### src/rtl/bit_serial_pkg.sv
// Shared types and helpers for the bit-serial operand serializer.
// Holds the frame FSM state encoding and the frame-counter width helper.
package bit_serial_pkg;

  typedef enum logic {
    IDLE  = 1'b0,
    SHIFT = 1'b1
  } state_t;

  // Width of a counter that must hold 0..2k-1 (one frame of F = 2k cycles).
  function automatic int cnt_width(input int k);
    return (2 * k <= 2) ? 1 : $clog2(2 * k);
  endfunction

endpackage

### src/rtl/bit_serial_shift_reg.sv
// Loadable right-shifting register; bit 0 is the serial output.
// Zeros are shifted in at the top, so a fully drained register reads 0.
module bit_serial_shift_reg #(
  parameter int W = 16
) (
  input  logic         clk,
  input  logic         reset,
  input  logic         load,
  input  logic         shift,
  input  logic [W-1:0] load_data,
  output logic         sout
);

  logic [W-1:0] data;

  // Load has priority over shift; a load starts a fresh frame.
  always_ff @(posedge clk or posedge reset) begin
    if (reset) begin
      data <= '0;
    end else if (load) begin
      data <= load_data;
    end else if (shift) begin
      data <= {1'b0, data[W-1:1]};
    end
  end

  assign sout = data[0];

endmodule

### src/rtl/bit_serial_operand_serializer.sv
// Parallel-to-serial front end for bit_serial_multiplier.
// Emits K operand bits LSB first followed by K pad bits per frame (F = 2K),
// with first_bit/last_bit markers and a one-entry holding register so that
// frames can run back-to-back.
// Optional feature: define BIT_SERIAL_SIGN_EXTEND_EN to pad with the operand
// MSB (two's-complement sign extension) instead of zeros.
module bit_serial_operand_serializer
  import bit_serial_pkg::*;
#(
  parameter int K = 8
) (
  input  logic         clk,
  input  logic         reset,
  input  logic         s_valid,
  output logic         s_ready,
  input  logic [K-1:0] s_x,
  input  logic [K-1:0] s_y,
  output logic         x,
  output logic         y,
  output logic         first_bit,
  output logic         last_bit,
  output logic         busy
);

  localparam int F  = 2 * K;
  localparam int CW = cnt_width(K);
  localparam logic [CW-1:0] CNT_LAST   = CW'(F - 1);
  localparam logic [CW-1:0] CNT_PENULT = CW'(F - 2);

  state_t state;
  state_t state_next;

  logic [CW-1:0] cnt;
  logic          xfer;
  logic          at_last;

  logic          load_en;
  logic          load_from_pend;
  logic          shift_en;
  logic          pend_capture;
  logic          pend_release;

  logic          pend_full;
  logic [K-1:0]  pend_x;
  logic [K-1:0]  pend_y;
  logic [K-1:0]  src_x;
  logic [K-1:0]  src_y;

  logic          first_q;
  logic          last_q;

  // Build the full F-bit frame word: operand in the low half, pad above.
  function automatic logic [F-1:0] pad_operand(input logic [K-1:0] v);
`ifdef BIT_SERIAL_SIGN_EXTEND_EN
    return {{K{v[K-1]}}, v};
`else
    return {{K{1'b0}}, v};
`endif
  endfunction

  assign s_ready = !pend_full;
  assign xfer    = s_valid && s_ready;
  assign at_last = (cnt == CNT_LAST);

  // State register.
  always_ff @(posedge clk or posedge reset) begin
    if (reset) begin
      state <= IDLE;
    end else begin
      state <= state_next;
    end
  end

  // Next-state: a frame ends in IDLE only when nothing is waiting to follow it.
  always_comb begin
    state_next = state;
    case (state)
      IDLE:    if (xfer) state_next = SHIFT;
      SHIFT:   if (at_last && !pend_full && !xfer) state_next = IDLE;
      default: state_next = IDLE;
    endcase
  end

  // Datapath controls: load a new frame, shift the current one, or park a pair.
  always_comb begin
    load_en        = 1'b0;
    load_from_pend = 1'b0;
    shift_en       = 1'b0;
    pend_capture   = 1'b0;
    pend_release   = 1'b0;
    case (state)
      IDLE: begin
        load_en = xfer;
      end
      SHIFT: begin
        if (!at_last) begin
          shift_en     = 1'b1;
          pend_capture = xfer;
        end else if (pend_full) begin
          load_en        = 1'b1;
          load_from_pend = 1'b1;
          pend_release   = 1'b1;
          pend_capture   = xfer;
        end else if (xfer) begin
          load_en = 1'b1;
        end else begin
          // Final shift flushes the last pad bit so x/y read 0 in IDLE.
          shift_en = 1'b1;
        end
      end
      default: ;
    endcase
  end

  assign src_x = load_from_pend ? pend_x : s_x;
  assign src_y = load_from_pend ? pend_y : s_y;

  // Frame bit counter: 0 at frame start, wraps at the last bit.
  always_ff @(posedge clk or posedge reset) begin
    if (reset) begin
      cnt <= '0;
    end else if (load_en) begin
      cnt <= '0;
    end else if (state == SHIFT) begin
      cnt <= at_last ? '0 : cnt + CW'(1);
    end
  end

  // Holding register: parks one pair while a frame is in flight.
  always_ff @(posedge clk or posedge reset) begin
    if (reset) begin
      pend_full <= 1'b0;
      pend_x    <= '0;
      pend_y    <= '0;
    end else if (pend_capture) begin
      pend_full <= 1'b1;
      pend_x    <= s_x;
      pend_y    <= s_y;
    end else if (pend_release) begin
      pend_full <= 1'b0;
    end
  end

  // Frame markers, registered so they line up with the shifter outputs.
  always_ff @(posedge clk or posedge reset) begin
    if (reset) begin
      first_q <= 1'b0;
      last_q  <= 1'b0;
    end else begin
      first_q <= load_en;
      last_q  <= (state == SHIFT) && (cnt == CNT_PENULT);
    end
  end

  bit_serial_shift_reg #(.W(F)) u_shift_x (
    .clk       (clk),
    .reset     (reset),
    .load      (load_en),
    .shift     (shift_en),
    .load_data (pad_operand(src_x)),
    .sout      (x)
  );

  bit_serial_shift_reg #(.W(F)) u_shift_y (
    .clk       (clk),
    .reset     (reset),
    .load      (load_en),
    .shift     (shift_en),
    .load_data (pad_operand(src_y)),
    .sout      (y)
  );

  assign first_bit = first_q;
  assign last_bit  = last_q;
  assign busy      = (state == SHIFT);

endmodule
### config.mk
export PLATFORM = sky130hd
export DESIGN_NAME = bit_serial_operand_serializer
export DESIGN_NICKNAME = d
export VERILOG_FILES = /design/src/rtl/bit_serial_pkg.sv /design/src/rtl/bit_serial_shift_reg.sv /design/src/rtl/bit_serial_operand_serializer.sv
export SDC_FILE = /design/constraint.sdc
export NUM_CORES = 1
export LEC_CHECK = 0
export BUFFER_PORTS_ARGS = -buffer_cell sky130_fd_sc_hd__buf_4
export CAP_MARGIN = 20
export CORE_MARGIN = 3
export CORE_UTILIZATION = 45
export DETAILED_ROUTE_END_ITERATION = 8
export GPL_ROUTABILITY_DRIVEN = 0
export GPL_TIMING_DRIVEN = 0
export PLACE_DENSITY = 0.6
export SLEW_MARGIN = 20
export SYNTH_ARGS = -nofsm -noshare
export SYNTH_HDL_FRONTEND = slang
export SYNTH_SLANG_ARGS = --single-unit
### constraint.sdc
create_clock -name clk -period 2.69 [get_ports clk]
set_clock_uncertainty 0.15 [all_clocks]
set_input_delay 0.269 -clock clk [delete_from_list [all_inputs] [get_ports clk]]
set_output_delay 0.269 -clock clk [all_outputs]
set_load 0.05 [all_outputs]
; Word-level counts from Yosys, hierarchy flattened
; Index checks and enable logic that the tools add are counted.
[op_classes]
addsub = 1
eq_ne = 2
n_mux = 27
bitwise_logic = 1
reduce_logical = 9
[ops]
columns = op, count
row1 = $mux W16, 4
row2 = $mux W1, 16
row3 = $mux W8, 2
row4 = $mux W4, 3
row5 = $eq A4 B4 Y1 const B, 2
row6 = $reduce_bool A2 Y1, 3
row7 = $add A4 B1 Y4 const B, 1
row8 = $logic_and A1 B1 Y1, 4
row9 = $pmux W1 S2, 2
row10 = $logic_not A1 Y1, 2
row11 = $not A1 Y1, 1
[totals]
regBits = 56
inputBits = 19
out_inout_bits = 6

; Depth between registers and ports, before layout
; Gate-level depths: netlist (run 1).
[depth]
word_depth = 8
mapped_depth = 6
depth_no_buf = 5

; Cells and area by module
; Synthesis (run 1) repeated with hierarchy kept, for this count alone.
[unflattened]
cells_unflattened = 232
area_unflattened_um2 = 2765.2
[by_module_without_submodules]
columns = mod, instances, cells_per_inst, area_per_inst_um2
row1 = bit_serial_shift_reg, 2, 70, 745.7
row2 = bit_serial_operand_serializer, 1, 92, 1273.7

; Worst setup path before layout (run 1)
; Ideal clock, no wire load.
[synth_timing]
path_kind = register to register
from = register state, in the netlist busy
to = register u_shift_x.data[7]
setup_time_ns = 0.121
arrival_time_ns = 1.760
required_ns = 2.419
path_slack_ns = 0.659
path_stages_with_launch = 5
path_buffers = 0
path_cell_list = dfrtp_1 > nand3_2 > nor3_4 > mux2_2 > a22o_2
[synth_via]
elab_chain_cells = 3
elab_cells_between_ends = 7
cone_classes = mux (5) / bitwise (1) / reduce/logical (1)
[synth_lines]
columns = item, line_no
row1 = "start, declared", bit_serial_operand_serializer.sv:30  ; state_t state;
row2 = "start signal, assigned", bit_serial_operand_serializer.sv:70  ; state <= state_next;
row3 = $not A1 Y1 or $mux W1 (tied branches), --
row4 = $pmux W1 S2 or $mux W8 (tied branches), "bit_serial_operand_serializer.sv:91, bit_serial_operand_serializer.sv:115"
row5 = $mux W16 or $reduce_bool A2 Y1 (tied branches), --
row6 = "end signal, assigned", bit_serial_shift_reg.sv:21  ; data <= load_data;
row7 = "end signal, assigned", bit_serial_shift_reg.sv:23  ; data <= {1'b0, data[W-1:1]};
row8 = "end, declared", bit_serial_shift_reg.sv:14  ; logic [W-1:0] data;
; Several ways; a longest one is shown, not always the timed one.
; A chain may end at the register's enable or synchronous reset.

; Worst setup path in the final report (run 1)
[layout_timing]
from = register pend_full
to = output s_ready
[layout_via]
elab_chain_cells = 1
[layout_lines]
columns = item, line_no
row1 = "start, declared", bit_serial_operand_serializer.sv:43  ; logic pend_full;
row2 = "start signal, assigned", bit_serial_operand_serializer.sv:132  ; pend_full <= 1'b0;
row3 = "start signal, assigned", bit_serial_operand_serializer.sv:136  ; pend_full <= 1'b1;
row4 = "start signal, assigned", bit_serial_operand_serializer.sv:140  ; pend_full <= 1'b0;
row5 = $logic_not A1 Y1, bit_serial_operand_serializer.sv:61  ; assign s_ready = !pend_full;
row6 = "end, declared", bit_serial_operand_serializer.sv:15  ; output logic s_ready,
; Every way passes these cells.

==> metrics.txt, run 1 <==
status=complete, no violations; VDD IR-drop max=0.464 mV; # Max-Cap Violations=0; Post-synth top flop=dfrtp_1; initial antenna violation count=0; Required @ worst endpoint=2.27 ns; Synth Net Count=227; pwr dens=1050 mW/mm^2; f_max=472 MHz; first-pass GRT wire length=7530 um; Clk Tree Root Cell=clkbuf_8; CP Cell Sequence=buf_4 > inv_2 > clkbuf_1 > buf_4; DRC Markers=0; total grt overflow=0; Worst path most repeated cell=buf_4; Die H=74.1 um; Slew Viols, Final=0; drt first pass iters=4; CTS sink cnt=40; Yosys Warn Count=0; CP max FO=10; Pleak=1.07 nW; number of global-route vias before repair=1556; CP arrival=1.70 ns; Post-DP HPWL=3250 um; measured slew at the worst slew-check pin=0.460 ns; RSZ-0062 raised after global routing=no; Avg Cell Area, Syn=10.1 sq um; Via Count=1626; I/O Buffers=24; Area growth syn-to-layout=17.7%; Fin. Hold Viols=0; number of synthesized flops with an enable pin=0; Num CTS Buffers=5; clk_lat worst skew=0.30 ns; via density per instance=5.57; Die Wd=74.1 um; #FFs+latches synth=40; WL/cell=15.6 um; synthesized cell area=0.00209 sq mm; slew margin rel.=0.693; n_diodes=0; row count=24; setup violators final=0; I/O pin total=25; share of the yosys chip area belonging to registers=0.480; CP top delay family=buffers and inverters; Worst Path Buf+Inv=4; max incr delay on CP=0.39 ns; Tcrit/Tclk final=0.788; die area=0.00549 sq mm; fin crit period=2.12 ns; CP Launch Type=flop; Final Power=2.58 mW; setup TNS=0 ns; Clock transition at path regs=0.08 ns; CTS tree=done; Setup Fix Bufs, Post-CTS=0; 1st-iter DRT viols=115; Layout fillers=400; worst min path class=input port to flop; CP max stage cell=clkbuf_1; clk buf depth=2; total track usage=0.181; Routed Antenna Nets=0; Core ar.=0.00441 sq mm; asr flop ratio synth=1.00; Yosys cell types=30; Initial Util=0.473; Setup crit end kind=output pin; CTS H-Tree Depth=2; final wirelength=4560 um; layout cell share with drive strength beyond 1=0.288; Setup CP Type=flop to output pin; Mapped Cells=206; Resized Gates After CTS=0; Final #Nets=260; largest net degree at the start of global routing=31
==> synth_stat cells (all sizes together), types with 3 or more instances <==
cell / number / area share
clkbuf: 6 / 0.011
nor2: 3 / 0.0054
inv: 4 / 0.0072
nand2: 33 / 0.059
nand2b: 15 / 0.045
nand3: 4 / 0.024
dfrtp: 40 / 0.48
o21ai: 33 / 0.079
a221oi: 14 / 0.059
a21oi: 15 / 0.036
buf: 8 / 0.033
mux2: 19 / 0.10
==> placed cells by master (no fill, tap or decap), types with 3 or more instances in the layout <==
cell type	n
a21oi_1	15
a221oi_1	14
nand2b_1	15
buf_4	26
clkbuf_1	6
mux2_2	19
nor2_1	3
o21ai_0	32
buf_6	4
dfrtp_1	40
nand2_1	33
clkbuf_8	6
==> worst paths after layout <==
kind	start	end	slack, ns	cells after the start
worst max register to register	cnt[0]$_DFFE_PP0P_	u_shift_x.data[7]$_DFFE_PP0P_	0.57	5
min in group asynchronous	reset	u_shift_y.data[2]$_DFFE_PP0P_	0.30	3
worst min-delay path	s_y[4]	pend_y[4]$_DFFE_PP0P_	0.05	2
worst min register to register	pend_y[7]$_DFFE_PP0P_	pend_y[7]$_DFFE_PP0P_	0.36	1
max in group asynchronous	reset	u_shift_x.data[2]$_DFFE_PP0P_	1.64	4
worst max-delay path	pend_full$_DFFE_PP0P_	s_ready	0.57	4
==> power by group <==
part	leakage, nW	internal, mW	switching, mW
logic	0.532	0.499	0.639
clock network	0.0445	0.209	0.221
registers	0.497	0.849	0.167
total	1.07	1.56	1.03
==> layer usage <==
metal	GRT usage	part of all wire	up-vias
li1	-	-	802
met3	0.0500	0.056	5
met4	0.0543	0.011	0
met1	0.247	0.46	774
met5	0	0	-
met2	0.281	0.47	45
==> kinds of logic (layout without fill, tap and decap cells) <==
logic type / Yosys count / in the layout / synth area share
fa+ha+maj: 2 / 2 / 0.0120
compound gates: 67 / 67 / 0.197
simple gates: 59 / 59 / 0.153
xor+xnor: 1 / 1 / 0.00420
flops: 40 / 40 / 0.480
mux: 19 / 19 / 0.103
buf+inv: 18 / 52 / 0.0515
==> final cells by class <==
class | instances | area [sq um] | area share
Inverter | 4 | 15.0 | 0.00611
Clock inverter | 1 | 7.51 | 0.00306
Multi-Input combinational cell | 148 | 978 | 0.398
Timing Repair Buffer | 26 | 210 | 0.0856
Clock buffer | 7 | 86.3 | 0.0352
Buffer | 14 | 92.6 | 0.0377
Tap cell | 52 | 65.1 | 0.0265
Sequential cell | 40 | 1000 | 0.408
==> sequential cells by signal, indices dropped and copies added (netlist names) <==
name,flops
busy,1
u_shift_y.data,8
cnt,4
pend_full,1
pend_y,8
pend_x,8
last_bit,1
first_bit,1
u_shift_x.data,8
==> worst register-to-register path, delay by kind of cell (launching register included) <==
family,cells,cell delay (ns)
AOI/OAI and AO/OA,1,0.22
muxes,1,0.41
DFF,1,0.44
adders and majority gates,1,0.30
and+or+nand+nor,2,0.48
==> what timing repair did <==
| action | in CTS | in global routing |
|---|---|---|
| setup endpoints to repair | 0 | 0 |
| hold buffers | 1 | 0 |
| hold endpoints to repair | 10 | 0 |
==> through the flow <==
stage	instances	utilization	cell area, sq um	setup slack [ns]	hold WS, ns
after floorplan	206	-	2090	0.659	0.269
after global placement	282	0.528	2330	0.562	0.332
after detailed placement	283	0.533	2350	0.585	0.0737
after CTS	292	0.556	2460	0.564	0.0507
after global routing	292	0.556	2460	0.426	0.0393
final	292	0.556	2460	0.569	0.0485
Power figures use the tool's default switching activity.
==> run 2: changes to the inputs <==
Settings changed: ABC_AREA from default to 1, PLACE_DENSITY 0.6 to 0.63.
Clock period 2.69 ns to 1.7 ns, I/O delays scaled along.
==> metrics.txt, run 2 <==
Mapped Cells=226 (+9.7%); Place WS=-0.159 ns (-0.744 ns); Required @ worst endpoint=1.78 ns (-0.49 ns); Post-DP HPWL=3070 um (-5.7%); terminus of the critical flop-to-flop path=u_shift_x.data[3]$_DFFE_PP0P_; r2r setup slk=0.05 ns (-0.52 ns); total grt overflow=0 (unchanged); Post-synth top flop=dfrtp_1; largest family of logic cells by synthesized area=simple AND/OR/NAND/NOR gates; Clk Tree Root Cell=clkbuf_8; Yosys cell types=23 (-23%); Pleak=1.27 nW (+18%); number of global-route vias before repair=1562 (+0.39%); hold path startpoint=s_valid; CP Launch Type=flop; CP top delay family=flip-flops; Fin. Hold Viols=0 (unchanged); fin crit period=1.65 ns; area share of and/or/nand/nor cells after synthesis=0.201 (+0.0476); Synth Net Count=247 (+8.8%); setup TNS=0 ns (unchanged); top-area cell type share of the netlist area=0.512 (+0.0329); CP max FO=6 (-4); Compound-Gate Fraction of Synth Area=0.192 (-0.00570); pwr dens=1440 mW/mm^2 (+37%); Via Count=1668 (+2.6%); post-route insts no fill=333 (+14%); Final Worst Setup Slack=0.0498 ns (-0.520 ns); Setup CP Type=flop to flop; status=complete, no violations; f_max=606 MHz; I/O Buffers=24 (unchanged); synth cell count leaders=a21oi_1, dfrtp_1, nor2_1; Avg Cell Area, Syn=8.64 sq um (-15%); Worst Path Buf+Inv=2 (-2); Final #Nets=303 (+17%); largest net degree at the start of global routing=24 (-23%); slew margin rel.=0.714 (+0.0209); Routed Antenna Nets=0 (unchanged); row count=23 (-4.2%); via density per instance=5.01 (-10%); I/O pin total=25 (unchanged); WL/cell=13.7 um (-12%); Tcrit/Tclk final=0.971; clk buf depth=2 (unchanged); asr flop ratio synth=1.00 (unchanged); R2R Path Start=cnt[1]$_DFFE_PP0P_; Slew Viols, Final=0 (unchanged); total track usage=0.193 (+0.0127); CTS H-Tree Depth=2 (unchanged); CTS tree=done; Core ar.=0.00409 sq mm (-7.4%); 1st-iter DRT viols=97 (-16%); Worst R2R Path Depth=7 (+2); first-pass GRT wire length=7540 um (about the same); area leader, netlist=dfrtp_1; number of synthesized flops with an enable pin=0 (unchanged); clk_lat worst skew=0.30 ns (about the same); Die H=71.9 um (-3.0%); WHS=0.0150 ns (-0.0335 ns); final wirelength=4560 um (+0.11%); most common cell in the netlist=a21oi_1; max incr delay on CP=0.41 ns (+0.02 ns); Final Instance Area=0.00266 sq mm (+8.1%); Num CTS Buffers=5 (unchanged); VDD IR-drop max=0.698 mV (+50%); CP arrival=1.73 ns (+0.03 ns); Final Power=3.82 mW (+48%); worst hold path depth=3 (+1); CTS sink cnt=40 (unchanged); Setup crit end kind=flop; adder-cell area share of the yosys netlist=0.0128 (+0.000822); drt first pass iters=4 (unchanged); Die Wd=71.9 um (-3.0%); synthesized cell area=0.00195 sq mm (-6.4%); largest cells by area after synthesis=dfrtp_1, a21oi_1, nor2_1; n_diodes=0 (unchanged); worst min path class=input port to flop; Area growth syn-to-layout=35.9%; commonest non-fill, non-tap cell in the layout=a21oi_1; Cell Area, Placed=0.00223 sq mm (-5.2%); # Max-Cap Violations=0 (unchanged); Hold EP=busy$_DFF_PP0_; CP Cell Sequence=ha_4 > nand3_4 > buf_8 > buf_4 > o21bai_1 > nand3_1 > a21oi_1; #FFs+latches synth=40 (unchanged); RSZ-0062 raised after global routing=yes; final core occ=0.650 (+0.0933); Clock transition at path regs=0.08 ns (about the same); die area=0.00517 sq mm (-5.9%); setup violators final=0 (unchanged); most frequent cells in the layout=a21oi_1, dfrtp_1, buf_4; measured slew at the worst slew-check pin=0.428 ns (-0.0320 ns); Initial Util=0.478 (+0.00517); CP max stage cell=dfrtp_1; Synth Area in XOR/XNOR=0 (-0.00420); post-synthesis mux area share=0 (-0.103); share of the yosys chip area belonging to registers=0.512 (+0.0329); initial antenna violation count=0 (unchanged); DRC Markers=0 (unchanged); dpl cells=301 (+6.4%); layout cell share with drive strength beyond 1=0.247 (-0.0402); Yosys Warn Count=0 (unchanged)
-- run 2: cell count changes in the layout (fill, tap and decap cells not counted), sizes merged, moves of 6 or more --
cell and change:
buf +10, a21oi +29, inv +17, a221oi -14, nand3 +15, clkbuf -6
mux2 -19, o21bai +14, nand2 -8, nand2b -15, nor2 +30, o21ai -25
dlygate4sd3 +15
-- run 2: metal layers --
metal,up-vias,track usage,part of all wire
li1,861,-,-
met2,30,0.277,0.45
met3,6,0.0519,0.038
met4,0,0.0668,0.013
met5,-,0,0
met1,771,0.283,0.50
-- run 2: cell type report --
cell class	instances	area [sq um]
Timing Repair Buffer	49	445
Fill cell	347	1430
Inverter	22	91.3
Sequential cell	40	1000
Clock buffer	5	68.8
Tap cell	50	62.6
Multi-Input combinational cell	152	840
Clock inverter	3	42.5
Buffer	12	103
-- run 2: worst max path at each step --
stage	startpoint	end	cells after the start
4_1_cts	cnt[1]$_DFFE_PP0P_	u_shift_y.data[4]$_DFFE_PP0P_	7
6_report	cnt[1]$_DFFE_PP0P_	u_shift_x.data[3]$_DFFE_PP0P_	7
2_1_floorplan	pend_full$_DFFE_PP0P_	cnt[1]$_DFFE_PP0P_	7
3_5_place_dp	cnt[0]$_DFFE_PP0P_	pend_y[5]$_DFFE_PP0P_	7
5_1_grt	cnt[1]$_DFFE_PP0P_	u_shift_y.data[4]$_DFFE_PP0P_	7
3_3_place_gp	reset	busy$_DFF_PP0_	2
-- run 2: repair_timing --
action / CTS / global route
resized for setup: 6 / 14
hold buffers: 16 / 0
gates cloned: 0 / 1
setup endpoints to repair: 29 / 24
hold endpoints to repair: 32 / 0
buffers inserted: 3 / 4
pin swaps: 1 / 8
-- run 2: power by group --
| part | internal [mW] | switching [mW] |
|---|---|---|
| logic | 0.626 | 0.878 |
| registers | 1.33 | 0.214 |
| clock network | 0.434 | 0.334 |
-- run 2: kinds of logic after synthesis --
group / Yosys count
buffers and inverters: 34
AND/OR/NAND/NOR: 83
adder cells (fa/ha/maj): 2
AO/OA/AOI/OAI: 67
flip-flops: 40
-- run 2: worst reg2reg max path, cell delays in order (launching register included) --
cell and delay [ns]:
dfrtp_1 0.41, ha_4 0.18, nand3_4 0.10, buf_8 0.17
buf_4 0.16, o21bai_1 0.13, nand3_1 0.13, a21oi_1 0.15
